### src/rtl/mc_pkg.sv
// mc_pkg: shared types, operation encodings and DDR5 address field positions
// for the memory-controller request queue and scheduler.
package mc_pkg;

  localparam int MC_DEPTH_DEF = 16;
  localparam int MC_TIME_W    = 32;
  localparam int MC_ADDR_W    = 34;
  localparam int MC_CORE_W    = 4;
  localparam int MC_OP_W      = 2;

  // Request operation encoding; OP_ILLEGAL is never forwarded downstream.
  typedef enum logic [1:0] {
    OP_READ    = 2'd0,
    OP_WRITE   = 2'd1,
    OP_IFETCH  = 2'd2,
    OP_ILLEGAL = 2'd3
  } mc_op_e;

  // Address field positions (LSB and width of each decoded field)
  localparam int CH_BIT     = 6;
  localparam int BG_LSB     = 7;
  localparam int BG_W       = 3;
  localparam int BANK_LSB   = 10;
  localparam int BANK_W     = 2;
  localparam int ROW_LSB    = 18;
  localparam int ROW_W      = 16;
  localparam int COL_HI_LSB = 12;
  localparam int COL_HI_W   = 6;
  localparam int COL_LO_LSB = 2;
  localparam int COL_LO_W   = 4;
  localparam int COL_W      = COL_HI_W + COL_LO_W;

  // One buffered request as exchanged with the scheduler
  typedef struct packed {
    logic [MC_CORE_W-1:0] core;
    logic [MC_TIME_W-1:0] req_time;
    logic [MC_OP_W-1:0]   op;
    logic [MC_ADDR_W-1:0] addr;
  } mem_req_t;

  // True for operations the scheduler can execute
  function automatic logic is_legal_op(input logic [MC_OP_W-1:0] op);
    return (op != OP_ILLEGAL);
  endfunction

endpackage

### src/rtl/mc_addr_map.sv
// mc_addr_map: purely combinational physical address to DDR5
// channel / bank group / bank / row / column decode.
module mc_addr_map
  import mc_pkg::*;
(
  input  logic [MC_ADDR_W-1:0] i_addr,
  output logic                 o_channel,
  output logic [BG_W-1:0]      o_bg,
  output logic [BANK_W-1:0]    o_bank,
  output logic [ROW_W-1:0]     o_row,
  output logic [COL_W-1:0]     o_col
);

  // Slice the address into DRAM coordinates; bits [1:0] are the byte offset
  // inside a beat and carry no scheduling information.
  always_comb begin
    o_channel = i_addr[CH_BIT];
    o_bg      = i_addr[BG_LSB +: BG_W];
    o_bank    = i_addr[BANK_LSB +: BANK_W];
    o_row     = i_addr[ROW_LSB +: ROW_W];
    o_col     = {i_addr[COL_HI_LSB +: COL_HI_W], i_addr[COL_LO_LSB +: COL_LO_W]};
  end

endmodule

### src/rtl/mc_request_queue.sv
// mc_request_queue: in-order ingress FIFO in front of the DDR5 scheduler.
// Buffers DEPTH requests, drops illegal ops with a one-cycle err_op pulse and
// presents the decoded head request over a valid/ready handshake.
// Optional build macro: MCQ_TIME_GATE_EN holds the head back until
// cycle_count >= request time + 2.
module mc_request_queue
  import mc_pkg::*;
#(
  parameter int DEPTH  = MC_DEPTH_DEF,
  parameter int TIME_W = MC_TIME_W
) (
  input  logic                      clock,
  input  logic                      reset,
  input  logic                      in_valid,
  output logic                      in_ready,
  input  logic [3:0]                in_core,
  input  logic [TIME_W-1:0]         in_time,
  input  logic [1:0]                in_op,
  input  logic [33:0]               in_addr,
  output logic                      out_valid,
  input  logic                      out_ready,
  output logic [3:0]                out_core,
  output logic [TIME_W-1:0]         out_time,
  output logic [1:0]                out_op,
  output logic                      out_channel,
  output logic [2:0]                out_bg,
  output logic [1:0]                out_bank,
  output logic [15:0]               out_row,
  output logic [9:0]                out_col,
  output logic [$clog2(DEPTH):0]    count,
  output logic                      err_op,
  output logic [63:0]               cycle_count
);

  localparam int PTR_W = $clog2(DEPTH);
  localparam int CNT_W = PTR_W + 1;
  localparam logic [CNT_W-1:0] FULL_CNT = CNT_W'(DEPTH);

  // Entry storage (deliberately not reset)
  logic [MC_CORE_W-1:0] r_core [DEPTH];
  logic [TIME_W-1:0]    r_time [DEPTH];
  logic [MC_OP_W-1:0]   r_op   [DEPTH];
  logic [MC_ADDR_W-1:0] r_addr [DEPTH];

  logic [PTR_W-1:0] r_wr_ptr;
  logic [PTR_W-1:0] r_rd_ptr;
  logic [CNT_W-1:0] r_count;
  logic             r_err_op;
  logic [63:0]      r_cycle_count;

  logic w_full;
  logic w_empty;
  logic w_offer;
  logic w_drop;
  logic w_push;
  logic w_pop;
  logic w_eligible;

  // Occupancy flags and handshake qualification
  always_comb begin
    w_full  = (r_count == FULL_CNT);
    w_empty = (r_count == {CNT_W{1'b0}});
    w_offer = in_valid & ~w_full;
    w_drop  = w_offer & ~is_legal_op(in_op);
    w_push  = w_offer & is_legal_op(in_op);
    w_pop   = out_valid & out_ready;
  end

  // Head eligibility: optionally wait for the trace request time to elapse
  always_comb begin
`ifdef MCQ_TIME_GATE_EN
    w_eligible = (r_cycle_count >= (64'(r_time[r_rd_ptr]) + 64'd2));
`else
    w_eligible = 1'b1;
`endif
  end

  // Pointers, occupancy, error pulse and free-running cycle counter
  always_ff @(posedge clock) begin
    if (reset) begin
      r_wr_ptr      <= {PTR_W{1'b0}};
      r_rd_ptr      <= {PTR_W{1'b0}};
      r_count       <= {CNT_W{1'b0}};
      r_err_op      <= 1'b0;
      r_cycle_count <= 64'd0;
    end else begin
      r_cycle_count <= r_cycle_count + 64'd1;
      r_err_op      <= w_drop;
      if (w_push) begin
        r_wr_ptr <= r_wr_ptr + PTR_W'(1'b1);
      end
      if (w_pop) begin
        r_rd_ptr <= r_rd_ptr + PTR_W'(1'b1);
      end
      case ({w_push, w_pop})
        2'b10:   r_count <= r_count + CNT_W'(1'b1);
        2'b01:   r_count <= r_count - CNT_W'(1'b1);
        default: r_count <= r_count;
      endcase
    end
  end

  // Write an accepted legal request into the slot at the write pointer
  always_ff @(posedge clock) begin
    if (w_push && !reset) begin
      r_core[r_wr_ptr] <= in_core;
      r_time[r_wr_ptr] <= in_time;
      r_op[r_wr_ptr]   <= in_op;
      r_addr[r_wr_ptr] <= in_addr;
    end
  end

  mc_addr_map u_addr_map (
    .i_addr    (r_addr[r_rd_ptr]),
    .o_channel (out_channel),
    .o_bg      (out_bg),
    .o_bank    (out_bank),
    .o_row     (out_row),
    .o_col     (out_col)
  );

  assign in_ready    = ~w_full;
  assign out_valid   = ~w_empty & w_eligible;
  assign out_core    = r_core[r_rd_ptr];
  assign out_time    = r_time[r_rd_ptr];
  assign out_op      = r_op[r_rd_ptr];
  assign count       = r_count;
  assign err_op      = r_err_op;
  assign cycle_count = r_cycle_count;

endmodule

### config.mk
export PLATFORM = sky130hd
export DESIGN_NAME = mc_request_queue
export DESIGN_NICKNAME = d
export VERILOG_FILES = /design/src/rtl/mc_pkg.sv /design/src/rtl/mc_addr_map.sv /design/src/rtl/mc_request_queue.sv
export SDC_FILE = /design/constraint.sdc
export NUM_CORES = 1
export LEC_CHECK = 0
export CAP_MARGIN = 10
export CORE_MARGIN = 2
export CORE_UTILIZATION = 56
export DETAILED_ROUTE_END_ITERATION = 12
export PLACE_DENSITY = 0.83
export SLEW_MARGIN = 20
export SYNTH_ARGS = -nofsm -noshare
export SYNTH_HDL_FRONTEND = slang
export SYNTH_SLANG_ARGS = --single-unit
### constraint.sdc
create_clock -name clock -period 8.5 [get_ports clock]
set_input_delay 1.7 -clock clock [delete_from_list [all_inputs] [get_ports clock]]
set_output_delay 1.7 -clock clock [all_outputs]
set_load 0.02 [all_outputs]
# After elaboration in Yosys (flattened, before gate mapping)
# Memories as Yosys holds them, arrays and structs flattened. A register that Yosys moved wholly into a read port is not among the register bits.
# Index checks and enable logic that the tools add are counted.
[word_totals]
reg_bits = 78
ram_bits = 1152
in_bits = 76
output_inout_bits = 142
elab_cells = 40
memories = 4
[classes]
addsub = 5
eq_ne = 4
n_mux = 11
n_bitwise = 7
n_reduce_logical = 4
[mem_list]
columns = ["memory", "words", "word_bits", "read_ports", "rd_clocked_by_memory_dff", "write_ports", "line_no", "text"]
rows = [
  ["r_addr", 16, 34, 1, 1, 1, "mc_request_queue.sv:43", "logic [MC_ADDR_W-1:0] r_addr [DEPTH];"],
  ["r_time", 16, 32, 1, 1, 1, "mc_request_queue.sv:41", "logic [TIME_W-1:0] r_time [DEPTH];"],
  ["r_core", 16, 4, 1, 1, 1, "mc_request_queue.sv:40", "logic [MC_CORE_W-1:0] r_core [DEPTH];"],
  ["r_op", 16, 2, 1, 1, 1, "mc_request_queue.sv:42", "logic [MC_OP_W-1:0] r_op [DEPTH];"],
]
[ops]
columns = ["operator", "n"]
rows = [
  ["$add 64x1->64 const B", 1],
  ["$mux 4", 8],
  ["$pmux 5 s2", 1],
  ["$add 4x1->4 const B", 2],
  ["$add 5x1->5 const B", 1],
  ["$eq 5x5->1 const B", 1],
  ["$logic_not 5->1", 1],
  ["$sub 5x1->5 const B", 1],
  ["$and 1x1->1", 4],
  ["$not 1->1", 3],
  ["$eq 2x1->1 const B", 1],
  ["$eq 2x2->1 const B", 1],
  ["$mux 1", 2],
  ["$ne 2x2->1 const B", 1],
  ["$reduce_bool 2->1", 1],
  ["$logic_and 1x1->1", 1],
  ["$logic_not 1->1", 1],
]

# Depth between registers and ports, before layout
[logic_depth]
word_depth = 7
mapped_depth = 13
mapped_depth_nobuf = 11

# Cells and area by module
# Synthesis repeated with hierarchy kept, for this count alone.
[unflattened]
cells_unflattened = 2082
area_unflattened_um2 = 47177.7
[by_module_without_submodules]
columns = ["module", "instances", "cells_per_inst", "area_per_inst_um2", "seq_area_each_um2"]
rows = [
  ["mc_request_queue", 1, 2050, 46937.5, 36234.8],
  ["mc_addr_map", 1, 32, 240.2, 0.0],
]

# Least setup slack after synthesis
# Ideal clock, no wire load.
[synth_timing]
path_type = "input-to-reg"
from = "input port in_valid"
to = "memory r_addr[0][10] (enable)"
setup_time_ns = 0.584
arrival_time_ns = 7.047
t_required_ns = 7.916
setup_slack_ns = 0.869
stages = 4
path_buffers = 0
path_cell_list = "o21ai_0 > nor3b_1 > nand2_1 > nor3_1"
[synth_via]
elab_chain_len = 5
[synth_lines]
columns = ["item", "line_no", "text"]
rows = [
  ["start, declared", "mc_request_queue.sv:14", "input logic in_valid,"],
  ["$and 1x1->1", "mc_request_queue.sv:63", "w_offer = in_valid & ~w_full;"],
  ["$and 1x1->1", "mc_request_queue.sv:65", "w_push = w_offer & is_legal_op(in_op);"],
  ["$logic_and 1x1->1", "mc_request_queue.sv:105", "if (w_push && !reset) begin"],
  ["$mux 1", "mc_request_queue.sv:105", ""],
  ["$mux 1 (not written as such)", "mc_request_queue.sv:109", "r_addr[r_wr_ptr] <= in_addr;"],
  ["end, declared", "mc_request_queue.sv:43", ""],
]
# No other way between the ends.

==> key figures <==
Cells and area
  – Fillcell total: just under 5000
  – Share of cells above drive strength 1: 24.79%
  – Fin nets: between 2000 and 2500
  – Area growth, synth to finish: 16.08%
  – Finished Cell Area: around 53000 µm²
  – Count of non-filler cells in the finished layout: roughly 3500

Drt
  – DR vias: 22790
  – First DRT Iteration DRCs: 2446
  – DRT antenna net count: 0
  – Total wire length: roughly 110000 µm
  – Remaining DRCs: 0
  – Initial DRT Pass Iterations: 5
  – Average wire per standard cell: 31.69 µm
  – DR vias/cell: 6.579

Setup path
  – Max stage delay cell, worst path: buf_4
  – Setup CP Type: reg -> out
  – Startpoint Class: register
  – R2R Setup Slk: between 4 and 5 ns
  – Reg2reg end: r_core[3][2]$_DFFE_PP_
  – Required time worst endpoint: ~6.8 ns
  – Max FO, Critical Path: 76
  – Worst-path cell chain: buf_4 > mux4_2 > mux4_2 > clkdlybuf4s50_1
  – Most frequent CP cell: mux4_2
  – Worst R2R Start: count[1]$_SDFFE_PP0P_
  – Setup crit end kind: output pin
  – Reg2Reg Depth: 7
  – WP data arrival: approximately 4.2 ns
  – Max incr delay on CP: 0.96 ns
  – CP bufs+invs: 2
  – CP delay by family, top: buffers and inverters

Floorplanning
  – Row count: 104
  – Core footprint: approximately 80000 µm²
  – Initial Util: between 50% and 60%
  – I/O Pins: 218
  – Die width: 290.2 µm
  – Die span in y: a little under 300 µm
  – Die area: approximately 84000 µm²

STA
  – FMAX: about 170 MHz
  – Unrepaired setup endpoints after global routing: false
  – Final Cycle Share: ~70%
  – Final Hold Violating Endpoints: 0
  – Count of final setup violators: 0
  – Clock Skews: 0.04454 ns
  – Tmin final: 5.925 ns
  – Setup tns final: 0 ns
  – Final Hold Slack: about 0.50 ns
  – Slew Viols, Final: 0
  – Actual slew at the worst max-slew pin: ~1.2 ns
  – Rel. slew slack: 22.16%

Placed design
  – Port buffer count: 215
  – Dpl cells: about 3200
  – Final GP Congestion: roughly 0.84
  – DP Area: around 49000 µm²
  – Post-DP HPWL: 52850 µm

Logic synthesis
  – Flops & latches, synth: 1202
  – Yosys synthesis warning count: 0
  – Post-Synthesis Cells: 2026
  – Number of flops mapped to enable cells by yosys: roughly 1100
  – Top-area cell type share of the netlist area: between 70% and 80%
  – Post-synth top area cell: edfxtp_1
  – Synth area leaders: edfxtp_1 (73%), mux4_2 (17%), dfxtp_1 (3.6%), xor2_1 (0.76%), nor2_1 (0.66%)
  – Netlist cell types: 47
  – Ys async rst share: 0%
  – Post-synth top flop: edfxtp_1
  – Post-Syn Area: around 46000 µm²
  – Mean Syn Cell Area: approximately 23 µm²
  – Post-Syn Nets: 2112
  – Seq/Total Area, Yosys: about three quarters

Pwr
  – Peak supply drop: between 0.2 and 0.25 mV
  – Leak pwr: approximately 16 nW
  – Design Power: approximately 14 mW
  – PD cells: approximately 260 nW/µm²

Clocking
  – Hold Buf Count CTS: 0
  – # H-tree levels: 3
  – Clk sinks: approximately 1200
  – Post_cts resized: 0
  – CTS tree: yes
  – Clk_lat worst skew: between 0.7 and 0.8 ns
  – Clock transition at path regs: approximately 0.060 ns
  – Root buf cell: clkbuf_16
  – TritonCTS buffer count: between 100 and 150
  – CTS Buffer Depth: 3
  – Post-CTS Setup Bufs: 0

Global routing
  – Vias in the first global route: 23780
  – Total GRT Usage: approximately a quarter
  – Initial antenna violation count: 13
  – Total grt overflow: 0
  – Global-route wire length before repair: 161000 µm
  – Largest net degree at the start of global routing: ~110

Worst hold path
  – Hold Path Depth: 2
  – Endpoint, Worst Hold: cycle_count[63]$_SDFF_PP0_
  – HP Class: reg -> reg
  – Hold path startpoint: cycle_count[63]$_SDFF_PP0_

Job
  – Max-Cap Viols: 0

Outcome
  – Status: finished clean
worst max path at each step:
stage               depth (start not counted)                      end  slack [ns]
global route                                4               out_row[1]        2.49
finish                                      4               out_row[1]        2.58
CTS                                         4               out_row[1]        2.55
floorplan                                   4  r_addr[0][10]$_DFFE_PP_        0.87
global placement                            7  r_time[2][25]$_DFFE_PP_        3.07
detailed placement                          7  r_time[3][23]$_DFFE_PP_        2.98
registers in the layout (all words and copies together), names as in the netlist, named ones only:
| signal | cells |
|---|---|
| r_time | 512 |
| r_rd_ptr | 4 |
| count | 5 |
| r_core | 64 |
| r_wr_ptr | 4 |
| r_op | 32 |
| err_op | 1 |
| r_addr | 512 |
| cycle_count | 64 |
cells by family (layout without fill, tap and decap cells):
group / after synthesis / after routing / synth area share [%]
AOI/OAI and AO/OA: 60 / 60 / 0.7749
xor gates and xnor gates: 47 / 47 / 0.8976
adders and majority gates: 10 / 10 / 0.2728
buffers and inverters: 110 / 480 / 0.9604
DFF: 1202 / 1202 / 76.92
muxes: 355 / 355 / 17.31
other: 0 / 8 / 0
and+or+nand+nor: 242 / 242 / 2.873
worst register-to-register path: cells and delay by family, from the launching register on:
family          cells  cell delay, ns
simple gates        4            1.21
compound gates      1            0.11
flops               1            0.55
buf+inv             2            1.39
metrics by stage:
| step | setup slack, ns | utilization [%] |
|---|---|---|
| 3_3_place_gp | 3.072 | 61.18 |
| 3_5_place_dp | 2.976 | 61.18 |
| 2_1_floorplan | 0.8691 | - |
| 4_1_cts | 2.552 | 65.78 |
| 5_1_grt | 2.492 | 65.86 |
| 6_report | 2.575 | 65.88 |
placed cells by master, fill, tap and decap left out, types with 27 or more instances in the layout:
master	instances
dfxtp_1	78
clkdlybuf4s50_1	214
edfxtp_1	1120
nor2_1	69
mux4_2	350
clkbuf_16	114
buf_4	32
xor2_1	40
clkinv_2	27
nand4_1	29
nand2_1	38
Yosys cell counts (15+ instances only):
cell type and number:
nand2_1 38, buf_2 22, a21oi_1 25, edfxtp_1 1120, dfxtp_1 82, o21ai_0 15, nor2_1 81, xor2_1 40
nand3_1 25, clkbuf_1 67, mux4_2 350, nand4_1 29
routing by layer:
| layer | GRT usage [%] | share of wire, % |
|---|---|---|
| met1 | 34.56 | 36 |
| met2 | 44.63 | 52 |
| met3 | 5.996 | 9.4 |
| met4 | 6.479 | 2.0 |
| met5 | 0 | 0.062 |
report_power, final:
part           switching, mW  internal [mW]
sequential            0.0709           6.54
combinational          0.963          0.985
clock                   2.23           2.82
total                   3.27           10.3
final cells by class:
cell class | instances | area (µm²) | share of cell area, %
sequential | 1202 | 35290 | 66.29
multi-input combinational | 714 | 10260 | 19.27
clock buffer | 137 | 2939 | 5.521
timing repair buffer | 256 | 2582 | 4.851
antenna | 8 | 20.02 | 0.03761
inverter | 11 | 41.29 | 0.07756
clock inverter | 76 | 779.5 | 1.464
tap | 1060 | 1326 | 2.491
Note: power is estimated with default switching activity, not from simulation.
